$ cat src/rtl/ifetch_unit_pkg.sv
// Shared types for the instruction fetch unit: datapath width, FSM states,
// and a saturating counter helper.
package ifetch_unit_pkg;

   localparam int FULLW = 32;

   typedef enum logic [1:0] {
      IF_SETTLE = 2'd0,
      IF_REQ    = 2'd1,
      IF_WAIT   = 2'd2,
      IF_DRAIN  = 2'd3
   } if_state_e;

   function automatic logic [31:0] sat_inc32(input logic [31:0] v);
      return (v == 32'hFFFF_FFFF) ? v : (v + 32'd1);
   endfunction

endpackage

$ cat src/rtl/ifetch_unit_if.sv
// Bus bundle for ifetch_unit: instruction-memory request/response channel
// and the decode-side instruction channel.
interface ifetch_unit_if import ifetch_unit_pkg::*; #(
   parameter int AW = FULLW,
   parameter int DW = FULLW
);
   logic          imem_req_valid;
   logic [AW-1:0] imem_req_addr;
   logic          imem_req_ready;
   logic          imem_rsp_valid;
   logic [DW-1:0] imem_rsp_data;
   logic          inst_valid;
   logic [DW-1:0] inst_data;
   logic [AW-1:0] inst_addr;
   logic          inst_ready;

   modport master (
      output imem_req_valid, imem_req_addr,
      input  imem_req_ready, imem_rsp_valid, imem_rsp_data,
      output inst_valid, inst_data, inst_addr,
      input  inst_ready
   );

   modport slave (
      input  imem_req_valid, imem_req_addr,
      output imem_req_ready, imem_rsp_valid, imem_rsp_data,
      input  inst_valid, inst_data, inst_addr,
      output inst_ready
   );
endinterface

$ cat src/rtl/ifetch_fifo.sv
// Synchronous FIFO holding {address, instruction} pairs; the head is read
// straight from storage, so a push becomes visible one cycle later.
module ifetch_fifo #(
   parameter int W     = 64,
   parameter int DEPTH = 4,
   parameter int CW    = $clog2(DEPTH + 1)
) (
   input  logic          clk,
   input  logic          reset,
   input  logic          push,
   input  logic          pop,
   input  logic          clear,
   input  logic [W-1:0]  din,
   output logic [W-1:0]  head,
   output logic [CW-1:0] count
);
   localparam int PW = $clog2(DEPTH);

   logic [W-1:0]  mem_r [DEPTH];
   logic [PW-1:0] wr_ptr_r;
   logic [PW-1:0] rd_ptr_r;
   logic [CW-1:0] count_r;
   logic          do_push_s;
   logic          do_pop_s;

   // A full FIFO still accepts a push when the head leaves in the same cycle.
   always_comb begin
      do_pop_s  = pop && (count_r != {CW{1'b0}});
      do_push_s = push && ((count_r != CW'(DEPTH)) || do_pop_s);
   end

   // Storage, pointers and occupancy.
   always_ff @(posedge clk) begin
      if (reset) begin
         for (int i = 0; i < DEPTH; i++) begin
            mem_r[i] <= {W{1'b0}};
         end
         wr_ptr_r <= {PW{1'b0}};
         rd_ptr_r <= {PW{1'b0}};
         count_r  <= {CW{1'b0}};
      end else if (clear) begin
         wr_ptr_r <= {PW{1'b0}};
         rd_ptr_r <= {PW{1'b0}};
         count_r  <= {CW{1'b0}};
      end else begin
         if (do_push_s) begin
            mem_r[wr_ptr_r] <= din;
            wr_ptr_r        <= wr_ptr_r + {{(PW-1){1'b0}}, 1'b1};
         end
         if (do_pop_s) begin
            rd_ptr_r <= rd_ptr_r + {{(PW-1){1'b0}}, 1'b1};
         end
         case ({do_push_s, do_pop_s})
            2'b10:   count_r <= count_r + {{(CW-1){1'b0}}, 1'b1};
            2'b01:   count_r <= count_r - {{(CW-1){1'b0}}, 1'b1};
            default: count_r <= count_r;
         endcase
      end
   end

   assign head  = mem_r[rd_ptr_r];
   assign count = count_r;

endmodule

$ cat src/rtl/ifetch_unit.sv
// Instruction fetch unit: one outstanding imem read, credit-limited against
// a small FIFO, and PC advance control. IFETCH_STATS_EN adds fetch/stall counters.
module ifetch_unit import ifetch_unit_pkg::*; #(
   parameter int DEPTH = 4,
   parameter int AW    = FULLW,
   parameter int DW    = FULLW
) (
   input  logic          clk,
   input  logic          reset,
   input  logic [AW-1:0] pc_addr,
   output logic          pc_adv,
   input  logic          flush,
   ifetch_unit_if.master ifc
`ifdef IFETCH_STATS_EN
   ,
   output logic [31:0]   stat_fetch,
   output logic [31:0]   stat_stall
`endif
);
   localparam int CW = $clog2(DEPTH + 1);

   if_state_e     state_r;
   if_state_e     state_nxt_s;
   logic [AW-1:0] pend_addr_r;
   logic [CW-1:0] count_s;
   logic [CW-1:0] credits_s;
   logic          outst_s;
   logic          req_valid_s;
   logic          accept_s;
   logic          push_s;
   logic          pop_s;

   // Credits reserve a FIFO slot for every response that can still arrive.
   always_comb begin
      outst_s     = (state_r == IF_WAIT) || (state_r == IF_DRAIN);
      credits_s   = CW'(DEPTH) - count_s - {{(CW-1){1'b0}}, outst_s};
      req_valid_s = !reset && (state_r == IF_REQ) && (credits_s != {CW{1'b0}});
      accept_s    = req_valid_s && ifc.imem_req_ready;
      push_s      = !reset && (state_r == IF_WAIT) && ifc.imem_rsp_valid && !flush;
      pop_s       = (count_s != {CW{1'b0}}) && ifc.inst_ready;
   end

   // Next-state: a flush wins over everything and drains any live request.
   always_comb begin
      state_nxt_s = state_r;
      if (flush) begin
         if ((outst_s && !ifc.imem_rsp_valid) || accept_s) begin
            state_nxt_s = IF_DRAIN;
         end else begin
            state_nxt_s = IF_SETTLE;
         end
      end else begin
         case (state_r)
            IF_SETTLE: state_nxt_s = IF_REQ;
            IF_REQ:    state_nxt_s = accept_s ? IF_WAIT : IF_REQ;
            IF_WAIT:   state_nxt_s = ifc.imem_rsp_valid ? IF_SETTLE : IF_WAIT;
            IF_DRAIN:  state_nxt_s = ifc.imem_rsp_valid ? IF_SETTLE : IF_DRAIN;
            default:   state_nxt_s = IF_SETTLE;
         endcase
      end
   end

   // FSM state register.
   always_ff @(posedge clk) begin
      if (reset) begin
         state_r <= IF_SETTLE;
      end else begin
         state_r <= state_nxt_s;
      end
   end

   // Address of the request in flight, paired with its response on push.
   always_ff @(posedge clk) begin
      if (reset) begin
         pend_addr_r <= {AW{1'b0}};
      end else if (accept_s) begin
         pend_addr_r <= pc_addr;
      end else begin
         pend_addr_r <= pend_addr_r;
      end
   end

   ifetch_fifo #(
      .W     (AW + DW),
      .DEPTH (DEPTH),
      .CW    (CW)
   ) u_fifo (
      .clk   (clk),
      .reset (reset),
      .push  (push_s),
      .pop   (pop_s),
      .clear (flush),
      .din   ({pend_addr_r, ifc.imem_rsp_data}),
      .head  ({ifc.inst_addr, ifc.inst_data}),
      .count (count_s)
   );

   assign ifc.imem_req_valid = req_valid_s;
   assign ifc.imem_req_addr  = pc_addr;
   assign ifc.inst_valid     = (count_s != {CW{1'b0}});
   assign pc_adv             = !reset && (accept_s || flush);

`ifdef IFETCH_STATS_EN
   logic [31:0] stat_fetch_r;
   logic [31:0] stat_stall_r;
   logic        stall_s;

   assign stall_s = (state_r == IF_REQ) &&
                    ((credits_s == {CW{1'b0}}) || (req_valid_s && !ifc.imem_req_ready));

   // Saturating fetch and stall counters.
   always_ff @(posedge clk) begin
      if (reset) begin
         stat_fetch_r <= 32'd0;
         stat_stall_r <= 32'd0;
      end else begin
         stat_fetch_r <= accept_s ? sat_inc32(stat_fetch_r) : stat_fetch_r;
         stat_stall_r <= stall_s  ? sat_inc32(stat_stall_r) : stat_stall_r;
      end
   end

   assign stat_fetch = stat_fetch_r;
   assign stat_stall = stat_stall_r;
`endif

endmodule

$ cat src/flat_wrapper.sv
// flat-port wrapper written by rule: the top's interface ports become plain ports
module ifetch_unit_flat import ifetch_unit_pkg::*;
#(
   parameter int DEPTH = 4,
   parameter int AW    = FULLW,
   parameter int DW    = FULLW
)
  (clk, reset, pc_addr, pc_adv, flush, ifc_imem_req_valid, ifc_imem_req_addr, ifc_imem_req_ready, ifc_imem_rsp_valid, ifc_imem_rsp_data, ifc_inst_valid, ifc_inst_data, ifc_inst_addr, ifc_inst_ready);
  ifetch_unit_if #(.AW(AW), .DW(DW)) ifc_i ();
  input  logic clk;
  input  logic reset;
  input  logic [AW-1:0] pc_addr;
  output logic pc_adv;
  input  logic flush;
  output wire logic [$bits(ifc_i.imem_req_valid)-1:0] ifc_imem_req_valid;
  output wire logic [$bits(ifc_i.imem_req_addr)-1:0] ifc_imem_req_addr;
  input wire logic [$bits(ifc_i.imem_req_ready)-1:0] ifc_imem_req_ready;
  input wire logic [$bits(ifc_i.imem_rsp_valid)-1:0] ifc_imem_rsp_valid;
  input wire logic [$bits(ifc_i.imem_rsp_data)-1:0] ifc_imem_rsp_data;
  output wire logic [$bits(ifc_i.inst_valid)-1:0] ifc_inst_valid;
  output wire logic [$bits(ifc_i.inst_data)-1:0] ifc_inst_data;
  output wire logic [$bits(ifc_i.inst_addr)-1:0] ifc_inst_addr;
  input wire logic [$bits(ifc_i.inst_ready)-1:0] ifc_inst_ready;
  assign ifc_imem_req_valid = ifc_i.imem_req_valid;
  assign ifc_imem_req_addr = ifc_i.imem_req_addr;
  assign ifc_i.imem_req_ready = ifc_imem_req_ready;
  assign ifc_i.imem_rsp_valid = ifc_imem_rsp_valid;
  assign ifc_i.imem_rsp_data = ifc_imem_rsp_data;
  assign ifc_inst_valid = ifc_i.inst_valid;
  assign ifc_inst_data = ifc_i.inst_data;
  assign ifc_inst_addr = ifc_i.inst_addr;
  assign ifc_i.inst_ready = ifc_inst_ready;
  ifetch_unit #(.DEPTH(DEPTH), .AW(AW), .DW(DW)) u_core (.clk(clk), .reset(reset), .pc_addr(pc_addr), .pc_adv(pc_adv), .flush(flush), .ifc(ifc_i));
endmodule
$ cat config.mk
export PLATFORM = sky130hd
export DESIGN_NAME = ifetch_unit_flat
export DESIGN_NICKNAME = d
export VERILOG_FILES = /design/src/rtl/ifetch_unit_pkg.sv /design/src/rtl/ifetch_unit_if.sv /design/src/rtl/ifetch_fifo.sv /design/src/rtl/ifetch_unit.sv /design/src/flat_wrapper.sv
export SDC_FILE = /design/constraint.sdc
export NUM_CORES = 1
export LEC_CHECK = 0
export BUFFER_PORTS_ARGS = -buffer_cell sky130_fd_sc_hd__clkbuf_2
export CAP_MARGIN = 30
export CELL_PAD_IN_SITES_DETAIL_PLACEMENT = 1
export CELL_PAD_IN_SITES_GLOBAL_PLACEMENT = 1
export CORE_AREA = 2 2 184 186
export CTS_CLUSTER_SIZE = 16
export DETAILED_ROUTE_END_ITERATION = 7
export DIE_AREA = 0 0 186 188
export PLACE_DENSITY_LB_ADDON = 0.2
export SYNTH_ARGS = -nofsm -noshare
export SYNTH_HDL_FRONTEND = slang
export SYNTH_SLANG_ARGS = --single-unit
$ cat constraint.sdc
create_clock -name clk -period 12.6 [get_ports clk]
set_input_delay 1.89 -clock clk [delete_from_list [all_inputs] [get_ports clk]]
set_output_delay 1.89 -clock clk [all_outputs]
set_load 0.05 [all_outputs]
==> flow_summary.json <==
{
  "async_flop_share": 0,
  "cp_num_buf_inv": 4,
  "ant_nets": 0,
  "clkLatencyLatePin_ns": 0.51,
  "drive_gt1_frac": 0.3109,
  "drc_errors": 0,
  "synth.largest_area_cell": "edfxtp_1",
  "finClkSkew_ns": 0.01162,
  "slew_violations": 0,
  "dpl.hpwl_mm": 17.38,
  "vias": 7188,
  "p_switching_mw": 0.5049,
  "initial_core_util": 0.3924,
  "first_pass_iters": 4,
  "power.density_nw_per_um2": 150.3,
  "hp-start": "u_core.u_fifo.rd_ptr_r[1]$_SDFFE_PP0P_",
  "viasPerCell": 4.974,
  "fmax_mhz": 203.5,
  "timing.rr.start": "u_core.state_r[0]$_SDFF_PP0_",
  "ys_types": 42,
  "cp.arrival_ns": 5.10,
  "root_buffer": "clkbuf_16",
  "p_clk_frac": 0.454,
  "syn_area_um2": 12990,
  "setup_viol_count_final": 0,
  "synthesis.nets": 913,
  "status": "finished clean",
  "p_sw_frac": 0.2188,
  "min_period_over_period": 0.3900,
  "grt_setup_unrepaired": "no",
  "p_int_mw": 1.803,
  "antenna_found_initial": 0,
  "cts_hold_buf": 0,
  "pin_count": 169,
  "die_y_um": 188,
  "end_kind": "register",
  "reg2reg_depth": 6,
  "max_stage_delay_ns": 0.72,
  "routed_wl_mm": 29.27,
  "cts_made_buffers": 34,
  "worst-path-max-fanout": 50,
  "cts_setup_buffers": 0,
  "synthFlopType": "edfxtp_1",
  "syn_inst": 840,
  "relSlewSlack": 0.4123,
  "coreArea_um2": 33110,
  "tns_ns": 0,
  "slowest_stage": "nor3_4",
  "crit_family": "simple AND/OR/NAND/NOR gates",
  "rows": 67,
  "grt.total_usage": 0.1708,
  "die_area_um2": 34970,
  "hp-class": "reg -> reg",
  "die_x_um": 186,
  "r2r_end": "u_core.u_fifo.mem_r[1][34]$_SDFFCE_PN0P_",
  "ctsResizeCount": 0,
  "drt_iter0_markers": 400,
  "ys_seq_elements": 299,
  "area_growth_pct": 18.15,
  "hold_violations": 0,
  "vdd_drop_max_v": 0.00008360,
  "path_class": "in -> reg",
  "cts_tree": "yes",
  "first_global_vias": 7707,
  "antenna_cells": 0,
  "io_buffers": 168,
  "rrSetupSlack_ns": 9.07,
  "final_nets": 1045,
  "gp_congestion": 0.7001,
  "clockBufferDepth": 3,
  "clkSlewWorstSetupHoldPaths_ns": 0.06,
  "synth-edff-count": 256,
  "maxCapViolCount": 0,
  "cts.sinks": 299,
  "required_ns": 12.78,
  "worst_pin_slew_ns": 0.8816,
  "avgSynthCellArea_um2": 15.47,
  "ys_seq_area_frac": 0.6578,
  "wire_per_inst_um": 20.25,
  "grt_pass1_wl_mm": 45.15,
  "whs_path_depth": 2,
  "final_util": 0.4637,
  "ys_top_cells_by_area": "edfxtp_1 (59%), and2_1 (12%), mux4_2 (11%)",
  "cellLeakagePower_nw": 5.978,
  "ys.warnings.count": 0,
  "fin_crit_ns": 4.914,
  "synth_top_cell_area_share": 0.5916,
  "gr-total-overflow": 0,
  "grt_max_degree": 66,
  "htreeDepth": 2,
  "pwr-share-comb": 0.061,
  "worst-path-stages": 8,
  "power_frac_seq": 0.485,
  "start_kind": "input port",
  "crit_chain": "clkbuf_2, buf_12, or4b_4, nor3_4, buf_4, and3_2, or2_4, buf_16"
}
==> cells in the final DEF, fill, tap and decap left out, types with 2 or more instances in the layout <==
cell type / Yosys / layout
clkinv_2: 0 / 5
clkinv_1: 0 / 3
mux2i_1: 33 / 33
edfxtp_1: 256 / 256
nand2b_1: 2 / 2
dfxtp_1: 43 / 41
mux4_2: 64 / 64
ha_1: 2 / 2
xnor2_1: 3 / 3
nor3_1: 3 / 3
xor2_1: 2 / 2
nor4b_2: 2 / 2
clkbuf_16: 0 / 37
inv_1: 6 / 6
nor2_1: 42 / 42
or3_1: 2 / 2
buf_16: 0 / 4
clkbuf_2: 0 / 168
or2_4: 0 / 3
and2_1: 256 / 256
nor2b_1: 2 / 2
nor4_2: 0 / 2
buf_4: 37 / 8
nand2_1: 6 / 6
a21oi_1: 4 / 3
bufinv_16: 0 / 6
buf_12: 0 / 2
clkbuf_1: 34 / 10
or2_2: 4 / 2
dfxtp_4: 0 / 2
==> worst register-to-register path: cells and delay by family, from the launching register on <==
| family | cells | cell delay, ns |
|---|---|---|
| buf+inv | 2 | 0.92 |
| flops | 1 | 0.34 |
| simple gates | 4 | 1.94 |
==> sequential cells by signal, summed over array words and instances (netlist names), named ones only <==
signal,flops
u_core.u_fifo.mem_r,256
u_core.pend_addr_r,32
u_core.u_fifo.count,3
u_core.state_r,2
u_core.u_fifo.rd_ptr_r,2
u_core.u_fifo.wr_ptr_r,2
==> power groups by stage <==
| stage | registers, mW | clock network, mW | logic [mW] |
|---|---|---|---|
| 2_1_floorplan | 1.13 | 0 | 0.0999 |
| 3_3_place_gp | 1.14 | 0 | 0.138 |
| 3_5_place_dp | 1.14 | 0 | 0.143 |
| 4_1_cts | 1.12 | 1.07 | 0.143 |
| 5_1_grt | 1.12 | 1.11 | 0.150 |
| 6_report | 1.12 | 1.05 | 0.141 |
==> cells in the mapped netlist, types with 2 or more instances <==
master,number
or2_2,4
xnor2_1,3
buf_2,15
mux2i_1,33
nand2_1,6
nor4_1,2
nand2b_1,2
mux4_2,64
nor2_1,42
a21oi_1,4
dfxtp_1,43
nor2b_1,2
nor4b_2,2
edfxtp_1,256
nor3_1,3
inv_1,6
clkbuf_1,34
ha_1,2
and2_1,256
or3_1,2
xor2_1,2
buf_4,37
==> final cells by class <==
cell class              count  area, um^2
multi-input cells         449        3984
inverters                   6       22.52
repair buffers            182        1051
flip-flops and latches    299        8556
clock inverters            14       216.5
fillers                  3323       17760
well taps                 448       560.5
clock buffers              47       963.4
==> metal layers <==
layer | part of all wire | up-vias | GRT usage
li1 | - | 3297 | -
met1 | 0.45 | 3661 | 0.2323
met2 | 0.48 | 184 | 0.2848
met3 | 0.048 | 46 | 0.02874
met4 | 0.018 | 0 | 0.04300
met5 | 0 | - | 0
==> worst max path at each step <==
| stage | start | slack, ns | end |
|---|---|---|---|
| 2_1_floorplan | reset | 5.84 | u_core.u_fifo.mem_r[3][0]$_DFFE_PP_ |
| 3_3_place_gp | reset | 6.45 | u_core.u_fifo.mem_r[1][30]$_SDFFCE_PN0P_ |
| 3_5_place_dp | reset | 7.08 | u_core.u_fifo.mem_r[1][44]$_SDFFCE_PN0P_ |
| 4_1_cts | reset | 7.61 | u_core.u_fifo.mem_r[1][34]$_SDFFCE_PN0P_ |
| 5_1_grt | reset | 7.39 | u_core.u_fifo.mem_r[1][38]$_SDFFCE_PN0P_ |
| 6_report | reset | 7.69 | u_core.u_fifo.mem_r[1][34]$_SDFFCE_PN0P_ |
==> through the flow <==
| step | std cells | hold WS [ns] | cell area [um^2] | setup WS, ns | power [mW] |
|---|---|---|---|---|---|
| 6_report | 1445 | 0.5260 | 15350 | 7.686 | 2.307 |
| 5_1_grt | 1445 | 0.5856 | 15350 | 7.394 | 2.379 |
| 4_1_cts | 1444 | 0.5367 | 15330 | 7.613 | 2.335 |
| 3_5_place_dp | 1383 | 0.5202 | 14150 | 7.077 | 1.283 |
| 3_3_place_gp | 1378 | 0.5027 | 14020 | 6.448 | 1.278 |
| 2_1_floorplan | 840 | 0.4847 | 13000 | 5.836 | 1.235 |
==> cell families (layout without fill, tap and decap cells) <==
group / after synthesis / in the layout / share of synthesized area
buf+inv: 92 / 249 / 0.03871
compound gates: 18 / 18 / 0.01021
simple gates: 326 / 326 / 0.1501
xor+xnor: 5 / 5 / 0.003371
fa+ha+maj: 3 / 3 / 0.003466
flops: 299 / 299 / 0.6578
mux: 97 / 97 / 0.1363
No activity file was read; power rests on OpenSTA's default activity.
